[config.mk]
export PLATFORM = sky130hd
export DESIGN_NAME = scan_chain_loader
export DESIGN_NICKNAME = d
export VERILOG_FILES = /design/src/rtl/scan_chain_loader_pkg.sv /design/src/rtl/scan_chain_loader.sv
export SDC_FILE = /design/constraint.sdc
export NUM_CORES = 1
export LEC_CHECK = 0
export ABC_CLOCK_PERIOD_IN_PS = 3000
export BUFFER_PORTS_ARGS = -buffer_cell sky130_fd_sc_hd__buf_2
export CORE_MARGIN = 3
export CORE_UTILIZATION = 57
export DETAILED_ROUTE_END_ITERATION = 7
export GPL_ROUTABILITY_DRIVEN = 1
export PLACE_DENSITY = 0.85
export SKIP_LAST_GASP = 1
export SLEW_MARGIN = 20
export SYNTH_ARGS = -nofsm -noshare
export SYNTH_HDL_FRONTEND = slang
export SYNTH_SLANG_ARGS = --single-unit
[constraint.sdc]
create_clock -name clk -period 3 [get_ports clk]
set_input_delay 0.45 -clock clk [delete_from_list [all_inputs] [get_ports clk]]
set_output_delay 0.45 -clock clk [all_outputs]
set_load 0.05 [all_outputs]
[src/rtl/scan_chain_loader_pkg.sv]
// scan_chain_loader_pkg: shared FSM encoding and default chain geometry for the scan loader
package scan_chain_loader_pkg;

    typedef enum logic [2:0] {
        ST_IDLE  = 3'd0,
        ST_LOAD  = 3'd1,
        ST_SHIFT = 3'd2,
        ST_EMIT  = 3'd3,
        ST_FIN   = 3'd4
    } state_t;

    localparam int MEM_BYTES     = 31;
    localparam int IO_BITS       = 8;
    localparam int DEF_CHAIN_LEN = MEM_BYTES * 8 + IO_BITS;

endpackage

[src/rtl/scan_chain_loader.sv]
// scan_chain_loader: shifts a host byte stream MSB-first through the scan chain
// and returns the displaced bits as a byte stream.
module scan_chain_loader
    import scan_chain_loader_pkg::*;
#(
    parameter int CHAIN_LEN = DEF_CHAIN_LEN
) (
    input  logic       clk,
    input  logic       rst,
    input  logic       start,
    input  logic       abort,
    input  logic [7:0] in_data,
    input  logic       in_valid,
    output logic       in_ready,
    output logic [7:0] out_data,
    output logic       out_valid,
    input  logic       out_ready,
    output logic       scan_enable,
    output logic       scan_in,
    input  logic       scan_out,
    output logic       busy,
    output logic       done
);

    localparam int NUM_BYTES = CHAIN_LEN / 8;
    localparam int CNT_W     = $clog2(NUM_BYTES) + 1;

    state_t           r_state, w_next;
    logic [7:0]       r_tx, r_rx;
    logic [2:0]       r_bit_cnt;
    logic [CNT_W-1:0] r_byte_cnt;
    logic             w_last;

    assign w_last = (r_byte_cnt + CNT_W'(1)) == CNT_W'(NUM_BYTES);

    // abort overrides every other transition, including start in IDLE
    always_comb begin
        w_next = r_state;
        case (r_state)
            ST_IDLE:  w_next = start ? ST_LOAD : ST_IDLE;
            ST_LOAD:  w_next = in_valid ? ST_SHIFT : ST_LOAD;
            ST_SHIFT: w_next = (r_bit_cnt == 3'd7) ? ST_EMIT : ST_SHIFT;
            ST_EMIT:  w_next = !out_ready ? ST_EMIT : (w_last ? ST_FIN : ST_LOAD);
            ST_FIN:   w_next = ST_IDLE;
            default:  w_next = ST_IDLE;
        endcase
        if (abort)
            w_next = ST_IDLE;
    end

    always_ff @(posedge clk or posedge rst) begin
        if (rst) begin
            r_state    <= ST_IDLE;
            r_tx       <= '0;
            r_rx       <= '0;
            r_bit_cnt  <= '0;
            r_byte_cnt <= '0;
        end else begin
            r_state <= w_next;
            if (!abort) begin
                if (r_state == ST_IDLE && start)
                    r_byte_cnt <= '0;
                if (r_state == ST_LOAD && in_valid) begin
                    r_tx      <= in_data;
                    r_bit_cnt <= '0;
                end
                if (r_state == ST_SHIFT) begin
                    r_tx      <= {r_tx[6:0], 1'b0};
                    r_rx      <= {r_rx[6:0], scan_out};
                    r_bit_cnt <= r_bit_cnt + 3'd1;
                end
                if (r_state == ST_EMIT && out_ready)
                    r_byte_cnt <= r_byte_cnt + CNT_W'(1);
            end
        end
    end

    assign in_ready    = r_state == ST_LOAD;
    assign scan_enable = r_state == ST_SHIFT;
    assign scan_in     = scan_enable & r_tx[7];
    assign out_valid   = r_state == ST_EMIT;
    assign out_data    = r_rx;
    assign done        = r_state == ST_FIN;
    assign busy        = r_state != ST_IDLE;

endmodule

==> flow_metrics.tcl, run 1 <==
set metrics [dict create \
    outcome "completed" \
    arrival_ns 1.80 \
    finalPower_mw 1.06 \
    holdCritPathClass "input pin to asynchronous set/reset pin" \
    synth_nets 150 \
    fp.dieH_microns 55.6 \
    antenna_found_initial 0 \
    synth_top_family_by_area "simple AND/OR/NAND/NOR gates" \
    period_share_pct 75.0 \
    p_leak_nw 0.794 \
    grt_pass1_wl_microns 4440 \
    post-place-ws_ns 1.01 \
    cts_buffers 3 \
    start_util_pct 61.6 \
    ys_async_sr_fraction_pct 100 \
    postCtsSetupRepairBufs 0 \
    htree_levels 1 \
    die-area_sq_um 3090 \
    worstPathMaxFanout 10 \
    synth-edff-count 0 \
    clock-root-buffer "clkbuf_4" \
    p_per_area_nw_per_um2 668 \
    grt_overflow 0 \
    slew_violations 0 \
    place.gp.congestion 0.840 \
    crit_path_end_kind "primary output" \
    clkSlewWorstSetupHoldPaths_ns 0.15 \
    synth.distinct_cells 34 \
    seq_area_frac_synth_pct 50.0 \
    ir_worst_vdd_uv 694 \
    synthSimpleGateAreaFrac_pct 15.2 \
    critPathBufInv 1 \
    slew_headroom_pct 37.1 \
    cts_sinks 28 \
    clock.fmax_mhz 445 \
    synth_mux_area_share_pct 13.8 \
    crit_slowest_cell "dfrtp_1" \
    drtIter0Drc 37 \
    nets 177 \
    vias 1045 \
    via_per_inst 5.65 \
    setup_slack_ns 0.751 \
    synth_ff_type "dfrtp_1" \
    syn_inst 131 \
    antennaDiodeCount 0 \
    crit_start "r_state[0]$_DFF_PP0_" \
    synth.top_cells.by_area "dfrtp_1 (50%), mux2_2 (6.4%), mux2i_1 (5.7%)" \
    firstDrtPassIters 4 \
    stdcell_count 185 \
    io-pin-count 29 \
    drive_gt1_share_pct 29.3 \
    crit_required_ns 2.55 \
    crit_chain "nand2b_1 -> nor2_4 -> and2_1 -> buf_2" \
    syn_to_final_growth_pct 13.8 \
    synth-xor-area-share_pct 1.25 \
    synth_compound_area_share_pct 11.9 \
    place_inst 181 \
    die_x_microns 55.6 \
    ctsHoldBuffers 0 \
    port-buffer-count 28 \
    placeableCoreArea_sq_um 2280 \
    synth_top_area_share_pct 50.0 \
    gr-usage-all-layers_pct 18.1 \
    cap_violations 0 \
    rows 17 \
    finalHoldViolCount 0 \
    layout_min_cycle_time_ns 2.25 \
    synth.avg_cell_area_sq_um 10.7 \
    worst_pin_slew_ns 0.938 \
    timing.critical_path.from_type "register" \
    path_delay_family "simple AND/OR/NAND/NOR gates" \
    setup_tns_ns 0 \
    grt_max_degree 29 \
    clkLatencyLatePin_ns 0.33 \
    path_class "register to primary output" \
    grt_pass1_vias 984 \
    routed_wl_microns 2580 \
    setup_viol 0 \
    synth_seq_cells 28 \
    clockBufferDepth 2 \
    yosys.area.top_type "dfrtp_1" \
    skew_ns 0.00765 \
    yosysMostFrequentCell "dfrtp_1" \
    synth_area_sq_um 1400 \
    postRouteAntennaNets 0 \
    cts_tree "done" \
    max_stage_delay_ns 0.50 \
    wl_per_cell_microns 14.0 \
    rsz0062_at_grt "no" \
    synth_common_cells "dfrtp_1 (28), nand2_1 (11), nor2_1 (11)" \
    drc 0 \
    dp_hpwl_microns 1860 \
    synth_fa_ha_area_share_pct 3.57 \
    ys.warnings.count 0 \
    cts-resized-gates 0 \
    regToRegStartpoint "r_state[2]$_DFF_PP0_" \
]
sequential cells by signal, indices dropped and copies added, names as in the netlist:
name and cells:
out_data 8, r_byte_cnt 6, r_state 3, r_tx 8, r_bit_cnt 3
power by group:
group          switching, mW  internal [mW]
clock                  0.112          0.135
combinational          0.193          0.101
sequential            0.0593          0.464
routing by layer:
metal	share of wire, %	vias up	track usage, %
li1	-	506	-
met1	45	485	24.2
met2	46	48	28.4
met3	6.7	6	3.71
met4	2.5	0	8.33
met5	0	-	0
cell type report:
class | instances | area (sq um)
sequential | 28 | 701
fill | 189 | 682
multi-input combinational | 90 | 639
timing repair buffer | 28 | 140
tap | 28 | 35.0
clock inverter | 1 | 30.0
inverter | 7 | 26.3
clock buffer | 3 | 22.5
kinds of logic (layout without fill, tap and decap cells):
family,Yosys count,after routing
simple gates,40,40
flops,28,28
compound gates,27,27
mux,17,17
buf+inv,13,39
fa+ha+maj,4,4
xor+xnor,2,2
final timing paths:
kind / end / slack [ns] / depth (start not counted)
max: scan_in / 0.75 / 4
max reg2reg: out_data[4]$_DFFE_PP0P_ / 1.06 / 3
max in group asynchronous: r_byte_cnt[3]$_DFFE_PP0P_ / 2.38 / 2
min in group clk: out_data[0]$_DFFE_PP0P_ / 0.34 / 2
min: r_bit_cnt[1]$_DFFE_PP0P_ / 0.18 / 2
min reg2reg: r_bit_cnt[0]$_DFFE_PP0P_ / 0.50 / 1
cell usage in the layout, fill, tap and decap left out, types with 2 or more instances in the layout:
cell	instances
and3_1	2
ha_1	4
xor2_1	2
o21ai_0	8
nor3b_1	4
dfrtp_1	28
nand3b_1	2
a21oi_1	10
mux2_2	8
clkbuf_4	3
buf_2	28
nor2_1	11
inv_1	6
mux2i_1	8
or3_1	2
nand2_1	11
through the flow:
stage / utilization (%) / hold slack [ns] / cell area (sq um)
2_1_floorplan: - / 0.457 / 1400
3_3_place_gp: 67.7 / 0.465 / 1540
3_5_place_dp: 67.7 / 0.481 / 1540
4_1_cts: 70.0 / 0.336 / 1590
5_1_grt: 70.0 / 0.229 / 1590
6_report: 70.0 / 0.183 / 1590
Note: power is estimated with default switching activity, not from simulation.
==> inputs of run 2 (changes only) <==
--- a/config.mk
+++ b/config.mk
@@ -5,13 +5,13 @@
 export SDC_FILE = /design/constraint.sdc
 export NUM_CORES = 1
 export LEC_CHECK = 0
-export ABC_CLOCK_PERIOD_IN_PS = 3000
+export ABC_CLOCK_PERIOD_IN_PS = 1930
 export BUFFER_PORTS_ARGS = -buffer_cell sky130_fd_sc_hd__buf_2
 export CORE_MARGIN = 3
-export CORE_UTILIZATION = 57
+export CORE_UTILIZATION = 48
 export DETAILED_ROUTE_END_ITERATION = 7
 export GPL_ROUTABILITY_DRIVEN = 1
-export PLACE_DENSITY = 0.85
+export PLACE_DENSITY = 0.76
 export SKIP_LAST_GASP = 1
 export SLEW_MARGIN = 20
 export SYNTH_ARGS = -nofsm -noshare
==> constraint.sdc (replaced) <==
create_clock -name clk -period 1.93 [get_ports clk]
set_input_delay 0.2895 -clock clk [delete_from_list [all_inputs] [get_ports clk]]
set_output_delay 0.2895 -clock clk [all_outputs]
set_load 0.05 [all_outputs]
==> run 2 against run 1 <==
Combinational power grew 66%. Hold slack gained 0.015 ns. Final cell count grew 5.9%. Critical path type unchanged. Die area grew 17%. First-iteration DRC count shrank 41%. Power grew 57%. Clock power grew 51%. Largest cell class unchanged. Core utilization shrank 5.7 points. Global-route usage shrank 3.1 points. Largest power group unchanged.
==> flow_metrics.tcl, run 2 (synthesis gave the netlist of run 1 again) <==
set metrics [dict create \
    critPathBufInv 1 \
    min_from "scan_out" \
    grt_pass1_vias 986 \
    setup_viol 0 \
    worst-r2r-cell-count 4 \
    syn_to_final_growth_pct 20.0 \
    drive_gt1_share_pct 34.9 \
    stdcell_count 196 \
    antennaDiodeCount 0 \
    fin_hold_ws_ns 0.198 \
    crit_slowest_cell "dfrtp_1" \
    vias 1075 \
    holdCritPathClass "input pin to register" \
    regToRegStartpoint "r_bit_cnt[0]$_DFFE_PP0P_" \
    p_per_area_nw_per_um2 993 \
    slew_violations 0 \
    die-area_sq_um 3600 \
    crit_path_end_kind "primary output" \
    path_class "register to primary output" \
    cts_sinks 28 \
    postRouteAntennaNets 0 \
    grt_max_degree 29 \
    wl_per_cell_microns 12.9 \
    clock-root-buffer "clkbuf_4" \
    outcome "completed" \
    slew_headroom_pct 72.1 \
    die_x_microns 60.0 \
    grt_overflow 0 \
    fp.dieH_microns 60.0 \
    firstDrtPassIters 4 \
    io-pin-count 29 \
    clockBufferDepth 2 \
    placeableCoreArea_sq_um 2610 \
    worst_pin_slew_ns 0.416 \
    crit_start "r_state[0]$_DFF_PP0_" \
    routed_wl_microns 2530 \
    htree_levels 1 \
    path_delay_family "simple AND/OR/NAND/NOR gates" \
    start_util_pct 53.6 \
    crit_required_ns 1.64 \
    arrival_ns 1.51 \
    nets 186 \
    holdPathStages 2 \
    clock.fmax_mhz 555 \
    cap_violations 0 \
    setup_tns_ns 0 \
    place.gp.congestion 0.861 \
    rows 18 \
    final_cell_mix "buf_2 (27), dfrtp_1 (27), nor2_1 (11), nand2_1 (11), a21oi_1 (10)" \
    crit_chain "nand2b_1 -> nor2_4 -> and2_2 -> buf_2" \
    place_inst 188 \
    p_leak_nw 0.851 \
    setup_slack_ns 0.127 \
    antenna_found_initial 0 \
    clkSlewWorstSetupHoldPaths_ns 0.15 \
    fill_cells 212 \
    drtIter0Drc 22 \
    cts_tree "done" \
    worstPathMaxFanout 3 \
    skew_ns 0.00358 \
    layout_min_cycle_time_ns 1.80 \
    gr-usage-all-layers_pct 15.0 \
    ir_worst_vdd_uv 821 \
    period_share_pct 93.4 \
    rsz0062_at_grt "no" \
    port-buffer-count 28 \
    via_per_inst 5.48 \
    cp.depth 4 \
    grt_pass1_wl_microns 4120 \
    post-place-ws_ns 0.233 \
    max_stage_delay_ns 0.41 \
    finalHoldViolCount 0 \
    timing.critical_path.from_type "register" \
    dp_hpwl_microns 1930 \
    cts_buffers 3 \
    clkLatencyLatePin_ns 0.32 \
    drc 0 \
]
[run 2: timing repair]
action	in CTS	in global routing
buffers inserted	0	3
endpoints found under the hold margin	16	0
hold buffers	1	0
resized for setup	1	2
endpoints found under the setup margin	2	2
[run 2: path summary, 6_finish.rpt]
| kind | to | slack [ns] |
|---|---|---|
| setup / recovery | scan_in | 0.13 |
| hold / removal | out_data[0]$_DFFE_PP0P_ | 0.20 |
| setup reg to reg | r_state[0]$_DFF_PP0_ | 0.22 |
| hold reg to reg | r_bit_cnt[0]$_DFFE_PP0P_ | 0.51 |
| max in group asynchronous | r_state[1]$_DFF_PP0_ | 1.10 |
| min in group asynchronous | r_byte_cnt[4]$_DFFE_PP0P_ | 0.56 |
[run 2: worst register-to-register path, delay by kind of cell (launching register included)]
kind            cells  cell delay (ns)
mux                 1             0.45
flops               1             0.43
compound gates      1             0.35
fa+ha+maj           2             0.38
[run 2: cell type report]
class | instances | area, sq um | share of cell area [%]
multi-input cells | 90 | 651 | 38.7
repair buffers | 37 | 213 | 12.6
clock buffers | 3 | 22.5 | 1.34
inverters | 7 | 26.3 | 1.56
clock inverters | 1 | 30.0 | 1.79
well taps | 30 | 37.5 | 2.23
flip-flops and latches | 28 | 702 | 41.7
[run 2: per-stage QoR]
stage	util [%]	cell area (sq um)	total power, mW
after detailed placement	61.0	1590	1.31
after CTS	63.4	1660	1.68
after global placement	61.0	1590	1.28
final	64.4	1680	1.67
after global routing	64.4	1680	1.77
after floorplan	-	1410	1.17
[run 2: routing by layer]
| layer | GRT usage, % | wire (microns) | share of wire [%] | vias up |
|---|---|---|---|---|
| met4 | 4.75 | 13 | 0.51 | 0 |
| met5 | 0 | 0 | 0 | - |
| met3 | 3.02 | 127 | 5.0 | 2 |
| li1 | - | - | - | 529 |
| met1 | 19.2 | 1190 | 47 | 518 |
| met2 | 25.3 | 1200 | 47 | 26 |
[run 2: report_power, final]
part | internal, mW | switching (mW)
clock | 0.210 | 0.164
sequential | 0.722 | 0.0863
combinational | 0.177 | 0.313
total | 1.11 | 0.563
==> inputs of run 3 (changes only) <==
==> constraint.sdc (replaced) <==
create_clock -name clk -period 1.93 [get_ports clk]
set_input_delay 0.386 -clock clk [delete_from_list [all_inputs] [get_ports clk]]
set_output_delay 0.386 -clock clk [all_outputs]
set_load 0.05 [all_outputs]
==> run 3 against run 2 <==
Register-to-register slack improved by 0.02 ns. Routed wire length decreased by 2.0%. First-iteration DRC count increased by 120%. Combinational power about the same. Die area unchanged. Sequential power decreased by 0.9%. Critical endpoint is now busy. Non-clock buffer count decreased by 2. Cell area decreased by 2.5%. Largest cell class unchanged. Via count decreased by 1.9%. Clock power decreased by 39%. Critical path depth decreased by 1. Clock skew increased by 0.0021 ns.
==> flow_metrics.tcl, run 3 (synthesis gave the netlist of run 1 again) <==
set metrics [dict create \
    die-area_sq_um 3600 \
    htree_levels 1 \
    syn_to_final_growth_pct 17.1 \
    ctsHoldBuffers 0 \
    period_share_pct 95.2 \
    crit_path_end_kind "primary output" \
    fp.dieH_microns 60.0 \
    via_per_inst 5.47 \
    rsz0062_at_grt "no" \
    ff2ff_setup_slack_ns 0.24 \
    arrival_ns 1.45 \
    cts_buffers 3 \
    p_clk_share_pct 15.1 \
    antenna_found_initial 0 \
    sw_frac_of_total_pct 36.1 \
    nets 184 \
    rows 18 \
    clkSlewWorstSetupHoldPaths_ns 0.14 \
    clockBufferDepth 2 \
    layout_min_cycle_time_ns 1.84 \
    grt_max_degree 29 \
    fill_cells 224 \
    cts_tree "done" \
    crit_required_ns 1.54 \
    antennaDiodeCount 0 \
    p_comb_share_pct 32.2 \
    dp_hpwl_microns 1870 \
    drive_gt1_share_pct 35.0 \
    io-pin-count 29 \
    multiInputGateArea_sq_um 653 \
    path_class "register to primary output" \
    regToRegStartpoint "r_bit_cnt[0]$_DFFE_PP0P_" \
    seq_power_share_pct 52.7 \
    worst-r2r-cell-count 4 \
    wl_per_cell_microns 12.9 \
    max_stage_delay_ns 0.41 \
    regArea_sq_um 702 \
    clock-root-buffer "clkbuf_4" \
    timing.critical_path.from_type "register" \
    design_area_sq_um 1640 \
    p_per_area_nw_per_um2 926 \
    postRouteAntennaNets 0 \
    setup_viol 0 \
    gr-usage-all-layers_pct 15.6 \
    drc 0 \
    clkLatencyLatePin_ns 0.32 \
    setup_slack_ns 0.0922 \
    clock.fmax_mhz 544 \
    grt_pass1_wl_microns 4330 \
    grt_overflow 0 \
    start_util_pct 53.6 \
    slew_violations 0 \
    setup_tns_ns 0 \
    p_leak_nw 0.827 \
    holdCritPathClass "input pin to asynchronous set/reset pin" \
    final_cell_mix "buf_2 (27), dfrtp_1 (27), nor2_1 (11), nand2_1 (11), a21oi_1 (10)" \
    ir_worst_vdd_uv 941 \
    vias 1055 \
    internal-power_mw 0.970 \
    worst_pin_slew_ns 0.432 \
    die_x_microns 60.0 \
    fin_hold_ws_ns 0.0944 \
    cts_sinks 28 \
    place.gp.congestion 0.890 \
    grt_pass1_vias 1022 \
    crit_slowest_cell "dfrtp_1" \
    port-buffer-count 28 \
    worstPathMaxFanout 9 \
    slew_headroom_pct 71.0 \
    routed_wl_microns 2480 \
    firstDrtPassIters 4 \
    placeableCoreArea_sq_um 2610 \
    r2r_end "r_state[0]$_DFF_PP0_" \
    finalPower_mw 1.52 \
    post-place-ws_ns 0.247 \
    cap_violations 0 \
    outcome "completed" \
    dpl_cell_area_sq_um 1590 \
    finalHoldViolCount 0 \
    drtIter0Drc 49 \
    skew_ns 0.00568 \
    power.switching_mw 0.549 \
    crit_chain "buf_4 -> or3_1 -> buf_2" \
]
## run 3: cell type report
| class | count | share of cell area [%] |
|---|---|---|
| repair buffers | 35 | 12.1 |
| flip-flops and latches | 28 | 42.8 |
| clock buffers | 3 | 1.37 |
| multi-input cells | 90 | 39.8 |
| inverters | 7 | 1.60 |
| well taps | 30 | 2.29 |
## run 3: through the flow
stage / utilization [%] / std cells
4_1_cts: 62.5 / 193
6_report: 62.8 / 193
2_1_floorplan: - / 131
3_3_place_gp: 61.0 / 188
3_5_place_dp: 61.0 / 188
5_1_grt: 62.8 / 193
## run 3: worst max-delay path by stage
stage,from,to,slack [ns],depth (start not counted)
floorplan,r_state[0]$_DFF_PP0_,scan_in,0.003,4
global placement,r_bit_cnt[0]$_DFFE_PP0P_,r_state[0]$_DFF_PP0_,0.29,4
detailed placement,r_bit_cnt[0]$_DFFE_PP0P_,r_state[0]$_DFF_PP0_,0.25,4
CTS,r_state[0]$_DFF_PP0_,scan_in,0.06,4
global route,r_state[0]$_DFF_PP0_,scan_in,0.007,4
finish,r_state[0]$_DFF_PP0_,busy,0.09,3
## run 3: what timing repair did
action | in CTS | in global routing
endpoints found under the hold margin | 0 | 0
setup buffers | 2 | 0
pin swaps | 0 | 1
resized for setup | 2 | 2
setup endpoints to repair | 2 | 1
## run 3: critical path: cells and delay by family, from the launching register on
kind,cells,cell delay [ns]
buffers and inverters,2,0.38
and+or+nand+nor,1,0.33
DFF,1,0.41
## run 3: power groups by stage
| stage | Combinational (mW) | Clock (mW) | Sequential [mW] |
|---|---|---|---|
| global placement | 0.468 | 0 | 0.808 |
| floorplan | 0.245 | 0 | 0.929 |
| finish | 0.488 | 0.229 | 0.801 |
| CTS | 0.494 | 0.247 | 0.803 |
| global route | 0.537 | 0.267 | 0.818 |
| detailed placement | 0.484 | 0 | 0.817 |
## run 3: per-layer routing
metal / track usage [%] / up-vias / share of wire (%)
met3: 3.24 / 2 / 5.6
li1: - / 524 / -
met1: 21.0 / 500 / 45
met4: 1.90 / 0 / 0.48
met2: 26.5 / 29 / 49
met5: 0 / - / 0
